==> src/rtl/calendar_date_counter.sv <==
// Day/month/year calendar counter advanced by day_tick, with validated date loading.
// Optional weekday tracking is enabled by defining CAL_WEEKDAY_EN.
module calendar_date_counter #(
    parameter int BASE_YEAR = 2025,
    parameter int YEAR_W    = 10,
    parameter int YEAR_MAX  = 974,
    parameter int ABS_W     = 12
) (
    input  logic              clk,
    input  logic              rst,
    input  logic              day_tick,
    input  logic              load,
    input  logic [4:0]        load_day,
    input  logic [3:0]        load_month,
    input  logic [YEAR_W-1:0] load_year,
`ifdef CAL_WEEKDAY_EN
    input  logic [2:0]        load_wday,
    output logic [2:0]        wday,
`endif
    output logic [4:0]        day,
    output logic [3:0]        month,
    output logic [YEAR_W-1:0] year,
    output logic [4:0]        max_day,
    output logic              leap,
    output logic              busy,
    output logic              year_wrap,
    output logic              load_err
);

    localparam logic [8:0]        R400_RST = 9'(BASE_YEAR % 400);
    localparam logic [1:0]        BASE_LO2 = 2'(BASE_YEAR % 4);
    localparam logic [ABS_W-1:0]  BASE_ABS = ABS_W'(BASE_YEAR);
    localparam logic [ABS_W-1:0]  C400     = ABS_W'(400);
    localparam logic [YEAR_W-1:0] YMAX     = YEAR_W'(YEAR_MAX);

    typedef enum logic {S_RUN, S_CALC} state_t;

    function automatic logic [4:0] month_len(input logic [3:0] m, input logic lp);
        case (m)
            4'd1, 4'd3, 4'd5, 4'd7, 4'd8, 4'd10, 4'd12: month_len = 5'd31;
            4'd4, 4'd6, 4'd9, 4'd11:                    month_len = 5'd30;
            4'd2:                                       month_len = lp ? 5'd29 : 5'd28;
            default:                                    month_len = 5'd0;
        endcase
    endfunction

    // Divisible by 4, excluding century years that are not multiples of 400.
    function automatic logic is_leap(input logic [1:0] abs_lo2, input logic [8:0] res);
        is_leap = (abs_lo2 == 2'd0) && (res != 9'd100) && (res != 9'd200) && (res != 9'd300);
    endfunction

`ifdef CAL_WEEKDAY_EN
    // Weekday of 1 January of year y, 0 = Monday.
    function automatic int jan1_wday(input int y);
        int s;
        s = (1 + 5 * ((y - 1) % 4) + 4 * ((y - 1) % 100) + 6 * ((y - 1) % 400)) % 7;
        return (s + 6) % 7;
    endfunction
    localparam logic [2:0] WDAY_RST = 3'(jan1_wday(BASE_YEAR));
`endif

    state_t            r_state, w_state_next;
    logic [4:0]        r_day, w_day_next;
    logic [3:0]        r_month, w_month_next;
    logic [YEAR_W-1:0] r_year, w_year_next;
    logic [8:0]        r_r400, w_r400_next;
    logic [ABS_W-1:0]  r_rem, w_rem_next;
    logic              r_pending, w_pending_next;
    logic              r_year_wrap, w_year_wrap_next;
    logic              r_load_err, w_load_err_next;
    logic [2:0]        r_wday, w_wday_next;

    logic [1:0]        w_abs_lo2;
    logic              w_leap;
    logic [4:0]        w_max_day;
    logic              w_wday_ok;
    logic              w_load_ok;
    logic              w_fin_leap;

    assign w_abs_lo2  = BASE_LO2 + r_year[1:0];
    assign w_leap     = is_leap(w_abs_lo2, r_r400);
    assign w_max_day  = month_len(r_month, w_leap);
    assign w_fin_leap = is_leap(w_abs_lo2, r_rem[8:0]);

`ifdef CAL_WEEKDAY_EN
    assign w_wday_ok = (load_wday != 3'd7);
`else
    assign w_wday_ok = 1'b1;
`endif

    // Feb is accepted with 29 days here; the true length is only known after CALC.
    assign w_load_ok = (load_day != 5'd0) && (load_day <= month_len(load_month, 1'b1)) &&
                       (load_year <= YMAX) && w_wday_ok;

    always_ff @(posedge clk or posedge rst) begin
        if (rst) begin
            r_state     <= S_RUN;
            r_day       <= 5'd1;
            r_month     <= 4'd1;
            r_year      <= '0;
            r_r400      <= R400_RST;
            r_rem       <= '0;
            r_pending   <= 1'b0;
            r_year_wrap <= 1'b0;
            r_load_err  <= 1'b0;
`ifdef CAL_WEEKDAY_EN
            r_wday      <= WDAY_RST;
`else
            r_wday      <= 3'd0;
`endif
        end else begin
            r_state     <= w_state_next;
            r_day       <= w_day_next;
            r_month     <= w_month_next;
            r_year      <= w_year_next;
            r_r400      <= w_r400_next;
            r_rem       <= w_rem_next;
            r_pending   <= w_pending_next;
            r_year_wrap <= w_year_wrap_next;
            r_load_err  <= w_load_err_next;
            r_wday      <= w_wday_next;
        end
    end

    always_comb begin
        w_state_next     = r_state;
        w_day_next       = r_day;
        w_month_next     = r_month;
        w_year_next      = r_year;
        w_r400_next      = r_r400;
        w_rem_next       = r_rem;
        w_pending_next   = r_pending;
        w_year_wrap_next = 1'b0;
        w_load_err_next  = 1'b0;
        w_wday_next      = r_wday;

        if (load && w_load_ok) begin
            w_day_next     = load_day;
            w_month_next   = load_month;
            w_year_next    = load_year;
            w_rem_next     = BASE_ABS + ABS_W'(load_year);
            w_pending_next = 1'b0;
            w_state_next   = S_CALC;
`ifdef CAL_WEEKDAY_EN
            w_wday_next    = load_wday;
`endif
        end else begin
            if (load) begin
                w_load_err_next = 1'b1;
            end
            case (r_state)
                S_RUN: begin
                    w_pending_next = 1'b0;
                    // A tick alongside any load is discarded; pending and real ticks merge.
                    if (!load && (day_tick || r_pending)) begin
                        w_wday_next = (r_wday == 3'd6) ? 3'd0 : r_wday + 3'd1;
                        if (r_day < w_max_day) begin
                            w_day_next = r_day + 5'd1;
                        end else begin
                            w_day_next = 5'd1;
                            if (r_month < 4'd12) begin
                                w_month_next = r_month + 4'd1;
                            end else begin
                                w_month_next = 4'd1;
                                if (r_year == YMAX) begin
                                    w_year_next      = '0;
                                    w_r400_next      = R400_RST;
                                    w_year_wrap_next = 1'b1;
                                end else begin
                                    w_year_next = r_year + YEAR_W'(1);
                                    w_r400_next = (r_r400 == 9'd399) ? 9'd0 : r_r400 + 9'd1;
                                end
                            end
                        end
                    end
                end
                S_CALC: begin
                    if (day_tick) begin
                        w_pending_next = 1'b1;
                    end
                    if (r_rem >= C400) begin
                        w_rem_next = r_rem - C400;
                    end else begin
                        w_r400_next  = r_rem[8:0];
                        w_state_next = S_RUN;
                        if (r_month == 4'd2 && r_day == 5'd29 && !w_fin_leap) begin
                            w_day_next      = 5'd28;
                            w_load_err_next = 1'b1;
                        end
                    end
                end
                default: w_state_next = S_RUN;
            endcase
        end
    end

    assign day       = r_day;
    assign month     = r_month;
    assign year      = r_year;
    assign leap      = w_leap;
    assign max_day   = w_max_day;
    assign busy      = (r_state == S_CALC);
    assign year_wrap = r_year_wrap;
    assign load_err  = r_load_err;
`ifdef CAL_WEEKDAY_EN
    assign wday      = r_wday;
`endif

endmodule

==> config.mk <==
export PLATFORM = sky130hd
export DESIGN_NAME = calendar_date_counter
export DESIGN_NICKNAME = d
export VERILOG_FILES = /design/src/rtl/calendar_date_counter.sv
export SDC_FILE = /design/constraint.sdc
export NUM_CORES = 1
export LEC_CHECK = 0
export BUFFER_PORTS_ARGS = -buffer_cell sky130_fd_sc_hd__buf_2
export CAP_MARGIN = 20
export CORE_ASPECT_RATIO = 0.5
export CORE_MARGIN = 2
export CORE_UTILIZATION = 40
export DETAILED_ROUTE_END_ITERATION = 7
export PLACE_DENSITY = 0.66
export SYNTH_ARGS = -nofsm -noshare
export SYNTH_HDL_FRONTEND = slang
export SYNTH_SLANG_ARGS = --single-unit
==> constraint.sdc <==
create_clock -name clk -period 3.5 [get_ports clk]
set_input_delay 0.175 -clock clk [delete_from_list [all_inputs] [get_ports clk]]
set_output_delay 0.175 -clock clk [all_outputs]
set_load 0.02 [all_outputs]
==> impl_metrics.ini, run 1 <==
[outcome]
outcome = complete, no violations

[drt]
wl_per_cell_um = 16.35
first_pass_iters = 7
drt-vias-per-instance = 5.726
detail-route-antenna-nets = 0
detailedRoute.firstIterationViolations = 216
drcViolationCount = 0
totalWireLength_um = 9319
vias = 3264

[finish]
final_layout_size_suffix_gt1_share_pct = 17.69
final.fill_count = 795
antenna-diode-count = 0
design.final.nets = 505
syn2layout_area_growth_pct = 16.13
final_design_area_no_fill_mm2 = 0.003973

[floorplanning]
floorplan_die_height_um = 69.39
start_util_pct = 42.00
floorplan.die.width_um = 134.8
fp.coreArea_mm2 = 0.008144
placementRows = 23
fp.dieArea_mm2 = 0.009352
top_level_ports = 51

[timing]
worst_slack_ns = 0.2452
fmaxAchievable_mhz = 307.2
finalMaxSlewViolations = 0
fin_setup_tns_ns = 0
timing.clock.skew_ns = 0.007661
hold_violations = 0
period_minus_slack_ns = 3.255
timing_worst_slew_pin_value_ns = 0.6308
setup_repair_after_global_routing_missed_its_margin = no
final_setup_vio_count = 0
max_slew_margin_pct = 57.72
timing.final.crit_share_pct = 93.00

[yosys]
synth_edf_count = 0
synth-seq-area-share_pct = 32.37
syn_nets = 460
postSynth.topFlopCell = sky130_fd_sc_hd__dfrtp_1
synth-warning-count = 0
postSynthRegisterBits = 44
synth_largest_type_area_fraction_pct = 28.53
synthArstFlopShare_pct = 100.0
synth.area.top_cells = sky130_fd_sc_hd__dfrtp_1, sky130_fd_sc_hd__ha_1, sky130_fd_sc_hd__a21oi_1, sky130_fd_sc_hd__nor2_1, sky130_fd_sc_hd__dfstp_2
synth_cell_types = 63
synth_area_mm2 = 0.003421
yosys.area.top_type = sky130_fd_sc_hd__dfrtp_1
syn-instance-count = 412
synth_area_per_cell_um2 = 8.303

[setup_path]
critical_path_arrival_ns = 3.49
endpoint_kind = flip-flop
r2r.worst_path.cells = 12
worstPathRequired_ns = 3.73
timing.setup.critical_path_class = flip-flop to flip-flop
critPathLaunchType = flip-flop
crit_path_max_fanout = 6

[cts]
cts.sink_count = 44
clock_path_buffers = 2
cts_hold_repair.buffers = 0
clk_latency_ns = 0.29
clk_transition_reported_paths_ns = 0.07
clk_root_buffer_cell = sky130_fd_sc_hd__clkbuf_16
post-cts-setup-buffer-count = 0
tritoncts.num_buffers = 5
tritoncts = yes
htree_num_levels = 2
post_cts_resize_count = 0

[placement]
gp_routability_congestion = 0.8633
detailedPlace.worstSlack_ns = 0.1805
dpl.hpwl_um = 6755
placedInstanceArea_mm2 = 0.003776
numPortBuffers = 50

[global_route]
grt_start_max_net_pins = 45
grt_usage_pct = 20.22
globalRoute.totalOverflow = 0
global_route_wire_length_before_repair_um = 15000
antenna_found_initial = 0
number_of_global_route_vias_before_repair = 2903

[power]
p_per_area_mw_per_mm2 = 809.2
p_sw_share_pct = 45.27
p_int_mw = 1.759
total_switching_power_mw = 1.455
power_leakage_nw = 1.702
power.ir.vdd_worst_mv = 0.3739
total_power_mw = 3.215
p_clk_share_pct = 19.2
combPwrFrac_pct = 49.2
pwr-share-seq_pct = 31.6

[run]
maxCapViolations = 0

[min_path]
min_path_type = primary input to async pin
through the flow:
| stage | std cells | hold slack, ns | utilization (%) |
|---|---|---|---|
| 2_1_floorplan | 412 | 0.2907 | - |
| 3_3_place_gp | 562 | 0.3609 | 46.37 |
| 3_5_place_dp | 562 | 0.3704 | 46.37 |
| 4_1_cts | 570 | 0.05121 | 48.69 |
| 5_1_grt | 570 | 0.1057 | 48.78 |
| 6_report | 570 | 0.03551 | 48.78 |
registers in the layout, indices dropped and copies added, names as in the netlist, 4 cells and up:
signal / cells
r_rem: 12
year: 10
r_r400: 9
day: 5
month: 4
worst max-delay path: stages, from the launching register on:
cell	delay, ns
sky130_fd_sc_hd__dfstp_2	0.57
sky130_fd_sc_hd__inv_1	0.09
sky130_fd_sc_hd__ha_1	0.23
sky130_fd_sc_hd__o31a_1	0.28
sky130_fd_sc_hd__o21ai_1	0.20
sky130_fd_sc_hd__and2_1	0.24
sky130_fd_sc_hd__ha_1	0.28
sky130_fd_sc_hd__a21o_1	0.16
sky130_fd_sc_hd__a21oi_1	0.22
sky130_fd_sc_hd__nand4_1	0.16
sky130_fd_sc_hd__and2_1	0.28
sky130_fd_sc_hd__o41ai_1	0.29
sky130_fd_sc_hd__mux2_4	0.20
cells in the mapped netlist, types with 9 or more instances:
| library cell | count |
|---|---|
| sky130_fd_sc_hd__dfrtp_1 | 39 |
| sky130_fd_sc_hd__nor2_1 | 38 |
| sky130_fd_sc_hd__a21oi_1 | 30 |
| sky130_fd_sc_hd__nand2_1 | 26 |
| sky130_fd_sc_hd__ha_1 | 25 |
| sky130_fd_sc_hd__inv_1 | 22 |
| sky130_fd_sc_hd__o21ai_0 | 19 |
| sky130_fd_sc_hd__nand3_1 | 15 |
| sky130_fd_sc_hd__nor3_1 | 14 |
| sky130_fd_sc_hd__clkbuf_1 | 13 |
| sky130_fd_sc_hd__and3_1 | 11 |
| sky130_fd_sc_hd__o21ai_1 | 11 |
| sky130_fd_sc_hd__a31oi_1 | 10 |
| sky130_fd_sc_hd__xnor2_1 | 9 |
kinds of logic (layout without fill, tap and decap cells):
logic type	count (synthesis)	in the layout	synth area share, %
muxes	4	4	1.317
DFF	44	44	32.37
adders and majority gates	25	25	9.144
buffers and inverters	42	88	5.194
xor gates and xnor gates	12	12	3.073
and+or+nand+nor	165	165	26.19
AOI/OAI and AO/OA	120	120	22.71
cells in the final DEF, fill, tap and decap left out, drive strengths merged, types with 7 or more instances in the layout:
cell	count
buf	58
dfrtp	39
nor2	39
a21oi	31
o21ai	31
nand2	26
ha	25
inv	21
nor3	15
nand3	15
and3	11
a31oi	10
xnor2	9
nand4	8
a211oi	8
or3	8
o31ai	7
nand2b	7
or4	7
layer usage:
metal,routed length [µm],share of wire (%),track usage [%],up-vias
met5,0,0,0,-
met3,480,5.2,3.582,7
met1,4769,51,31.41,1540
met2,3985,43,28.82,89
li1,-,-,-,1628
met4,84,0.90,4.444,0
cell type report:
type                       count  area [µm²]  share of cell area (%)
clock inverter                 2       60.06                   1.512
multi-input combinational    326        2143                   53.95
timing repair buffer          58       310.3                   7.811
inverter                      22       82.58                   2.079
clock buffer                   6       128.9                   3.244
tap                          112       140.1                   3.528
sequential                    44        1107                   27.87
worst paths after layout:
check                              start         to  slack, ns
max in group asynchronous            rst  r_r400[8]       3.06
min reg2reg                     r_rem[1]   r_rem[1]       0.52
min                                  rst    year[0]       0.04
max reg2reg                     month[0]     day[1]       0.25
max                             month[0]     day[1]       0.25
min in group clk           load_month[0]   month[0]       0.18
power groups by stage:
stage	combinational (mW)	sequential, mW	clock [mW]
after floorplan	1.13	1.00	0
after global placement	1.54	1.01	0
after detailed placement	1.56	1.01	0
after CTS	1.57	1.01	0.632
after global routing	1.77	1.06	0.654
final	1.58	1.02	0.618
Power figures use the tool's default switching activity.
==> inputs of run 2 (changes only) <==
--- a/config.mk
+++ b/config.mk
@@ -11,6 +11,7 @@
 export CORE_MARGIN = 2
 export CORE_UTILIZATION = 40
 export DETAILED_ROUTE_END_ITERATION = 7
+export MAX_ROUTING_LAYER = met4
 export PLACE_DENSITY = 0.66
 export SYNTH_ARGS = -nofsm -noshare
 export SYNTH_HDL_FRONTEND = slang
==> run 2 against run 1 <==
Register-to-register slack is essentially flat; largest power group unchanged; clock skew is essentially flat; hold slack lost 0.0042 ns; core utilization is the same; sequential share of layout area is the same; critical path depth is the same.
==> impl_metrics.ini, run 2 (synthesis gave the netlist of run 1 again) <==
[drt]
drt-vias-per-instance = 5.788
totalWireLength_um = 9385
drcViolationCount = 0
first_pass_iters = 6
detail-route-antenna-nets = 0
wl_per_cell_um = 16.46
vias = 3299
detailedRoute.firstIterationViolations = 191

[timing]
timing.final.crit_share_pct = 93.32
max_slew_margin_pct = 59.64
timing_worst_slew_pin_value_ns = 0.5902
final_setup_vio_count = 0
finalMaxSlewViolations = 0
hold_violations = 0
setup_repair_after_global_routing_missed_its_margin = no
fin_setup_tns_ns = 0
fmaxAchievable_mhz = 306.2
timing.clock.skew_ns = 0.008141
period_minus_slack_ns = 3.266

[floorplanning]
floorplan.die.width_um = 134.8
placementRows = 23
floorplan_die_height_um = 69.39
start_util_pct = 42.00
top_level_ports = 51
fp.coreArea_mm2 = 0.008144
fp.dieArea_mm2 = 0.009352

[cts]
tritoncts = yes
cts.sink_count = 44
clock_path_buffers = 2
htree_num_levels = 2
cts_hold_repair.buffers = 0
clk_transition_reported_paths_ns = 0.07
clk_latency_ns = 0.30
tritoncts.num_buffers = 5
clk_root_buffer_cell = sky130_fd_sc_hd__clkbuf_16

[placement]
dpl.hpwl_um = 6755
numPortBuffers = 50
gp_routability_congestion = 0.8773
placed_cells = 562

[setup_path]
r2r.worst_path.cells = 12
r2r_setup_slack_ns = 0.23
worstPathRequired_ns = 3.73
crit_path_max_fanout = 6
critPathMaxStageDelay_ns = 0.58
critical_path_arrival_ns = 3.50
timing.setup.critical_path_class = flip-flop to flip-flop
launch_instance_of_the_worst_register_to_register_path = month[0]
setup.worst_path.start = month[0]
critPathLaunchType = flip-flop
path_cells = inv_1, ha_1, o31a_1, o21ai_1, and2_1, ha_1, a21o_1, a21oi_1, nand4_1, and2_1, o41ai_1, mux2_4
timing.critical_path.slowest_stage_cell = sky130_fd_sc_hd__dfstp_2
endpoint_kind = flip-flop
rr_endpoint = day[1]

[global_route]
number_of_global_route_vias_before_repair = 2897
grt_start_max_net_pins = 45
grt_usage_pct = 20.81
global_route_wire_length_before_repair_um = 15020
antenna_found_initial = 0
globalRoute.totalOverflow = 0

[finish]
final_cells = 570
final.fill_count = 795
antenna-diode-count = 0
multi_input_area_mm2 = 0.002143
syn2layout_area_growth_pct = 16.13
layout.cells.most_common = sky130_fd_sc_hd__buf_2
final_layout_size_suffix_gt1_share_pct = 17.69
design.final.nets = 505
layout_common_cells = sky130_fd_sc_hd__buf_2, sky130_fd_sc_hd__dfrtp_1, sky130_fd_sc_hd__nor2_1
largest_register_ffs = 12
area.sequential_mm2 = 0.001107
top_register = r_rem

[min_path]
min_path_type = primary input to async pin

[power]
p_per_area_mw_per_mm2 = 810.5
power.ir.vdd_worst_mv = 0.3750
power_leakage_nw = 1.702

[outcome]
outcome = complete, no violations

[run]
maxCapViolations = 0
[run 2: cell counts in the layout (fill, tap and decap cells not counted)]
No cell type changed its count.
[run 2: layout make-up]
type | instances | area share, %
clock buffer | 6 | 3.244
clock inverter | 2 | 1.512
tap | 112 | 3.528
multi-input combinational | 326 | 53.95
inverter | 22 | 2.079
timing repair buffer | 58 | 7.811
sequential | 44 | 27.87
[run 2: worst max-delay path: cells and delay by family, from the launching register on]
family,cells,cell delay (ns)
flip-flops,1,0.58
multiplexers,1,0.20
adder cells (fa/ha/maj),2,0.51
AND/OR/NAND/NOR,3,0.68
AO/OA/AOI/OAI,5,1.15
buffers and inverters,1,0.09
[run 2: per-stage QoR]
step / cell area (µm²) / hold slack [ns] / util (%) / worst slack [ns] / total power, mW
6_report: 3973 / 0.03132 / 48.78 / 0.2340 / 3.220
5_1_grt: 3973 / 0.1057 / 48.78 / 0.05473 / 3.475
3_5_place_dp: 3776 / 0.3704 / 46.37 / 0.1805 / 2.570
3_3_place_gp: 3776 / 0.3609 / 46.37 / 0.3011 / 2.546
2_1_floorplan: 3421 / 0.2907 / - / 0.3459 / 2.137
4_1_cts: 3965 / 0.05121 / 48.69 / 0.1627 / 3.207
[run 2: repair_timing]
item | 4_1_cts | 5_1_grt
buffers inserted | 0 | 0
endpoints found under the hold margin | 0 | 0
resized for setup | 0 | 3
setup endpoints to repair | 0 | 14
[run 2: worst max-delay path by stage]
stage,endpoint,depth (start not counted)
after global placement,year[4],11
after global routing,r_r400[2],12
after CTS,year[4],11
after detailed placement,year[4],11
after floorplan,r_r400[2],14
final,day[1],12
[run 2: report_power, final]
| group | internal [mW] | leakage [nW] | total, mW | switching (mW) |
|---|---|---|---|---|
| clock network | 0.410 | 0.0911 | 0.619 | 0.210 |
| logic | 0.633 | 1.10 | 1.58 | 0.949 |
| registers | 0.717 | 0.510 | 1.02 | 0.301 |
| total | 1.76 | 1.70 | 3.22 | 1.46 |
[run 2: per-layer routing]
layer  GRT usage [%]  vias to the layer above  part of all wire (%)  wire length, µm
li1                -                     1617                     -                -
met1           31.46                     1575                    52             4835
met2           28.82                      100                    42             3977
met3           3.509                        7                   5.2              491
met4           4.444                        0                  0.86               81
met5               -                        -                     0                0
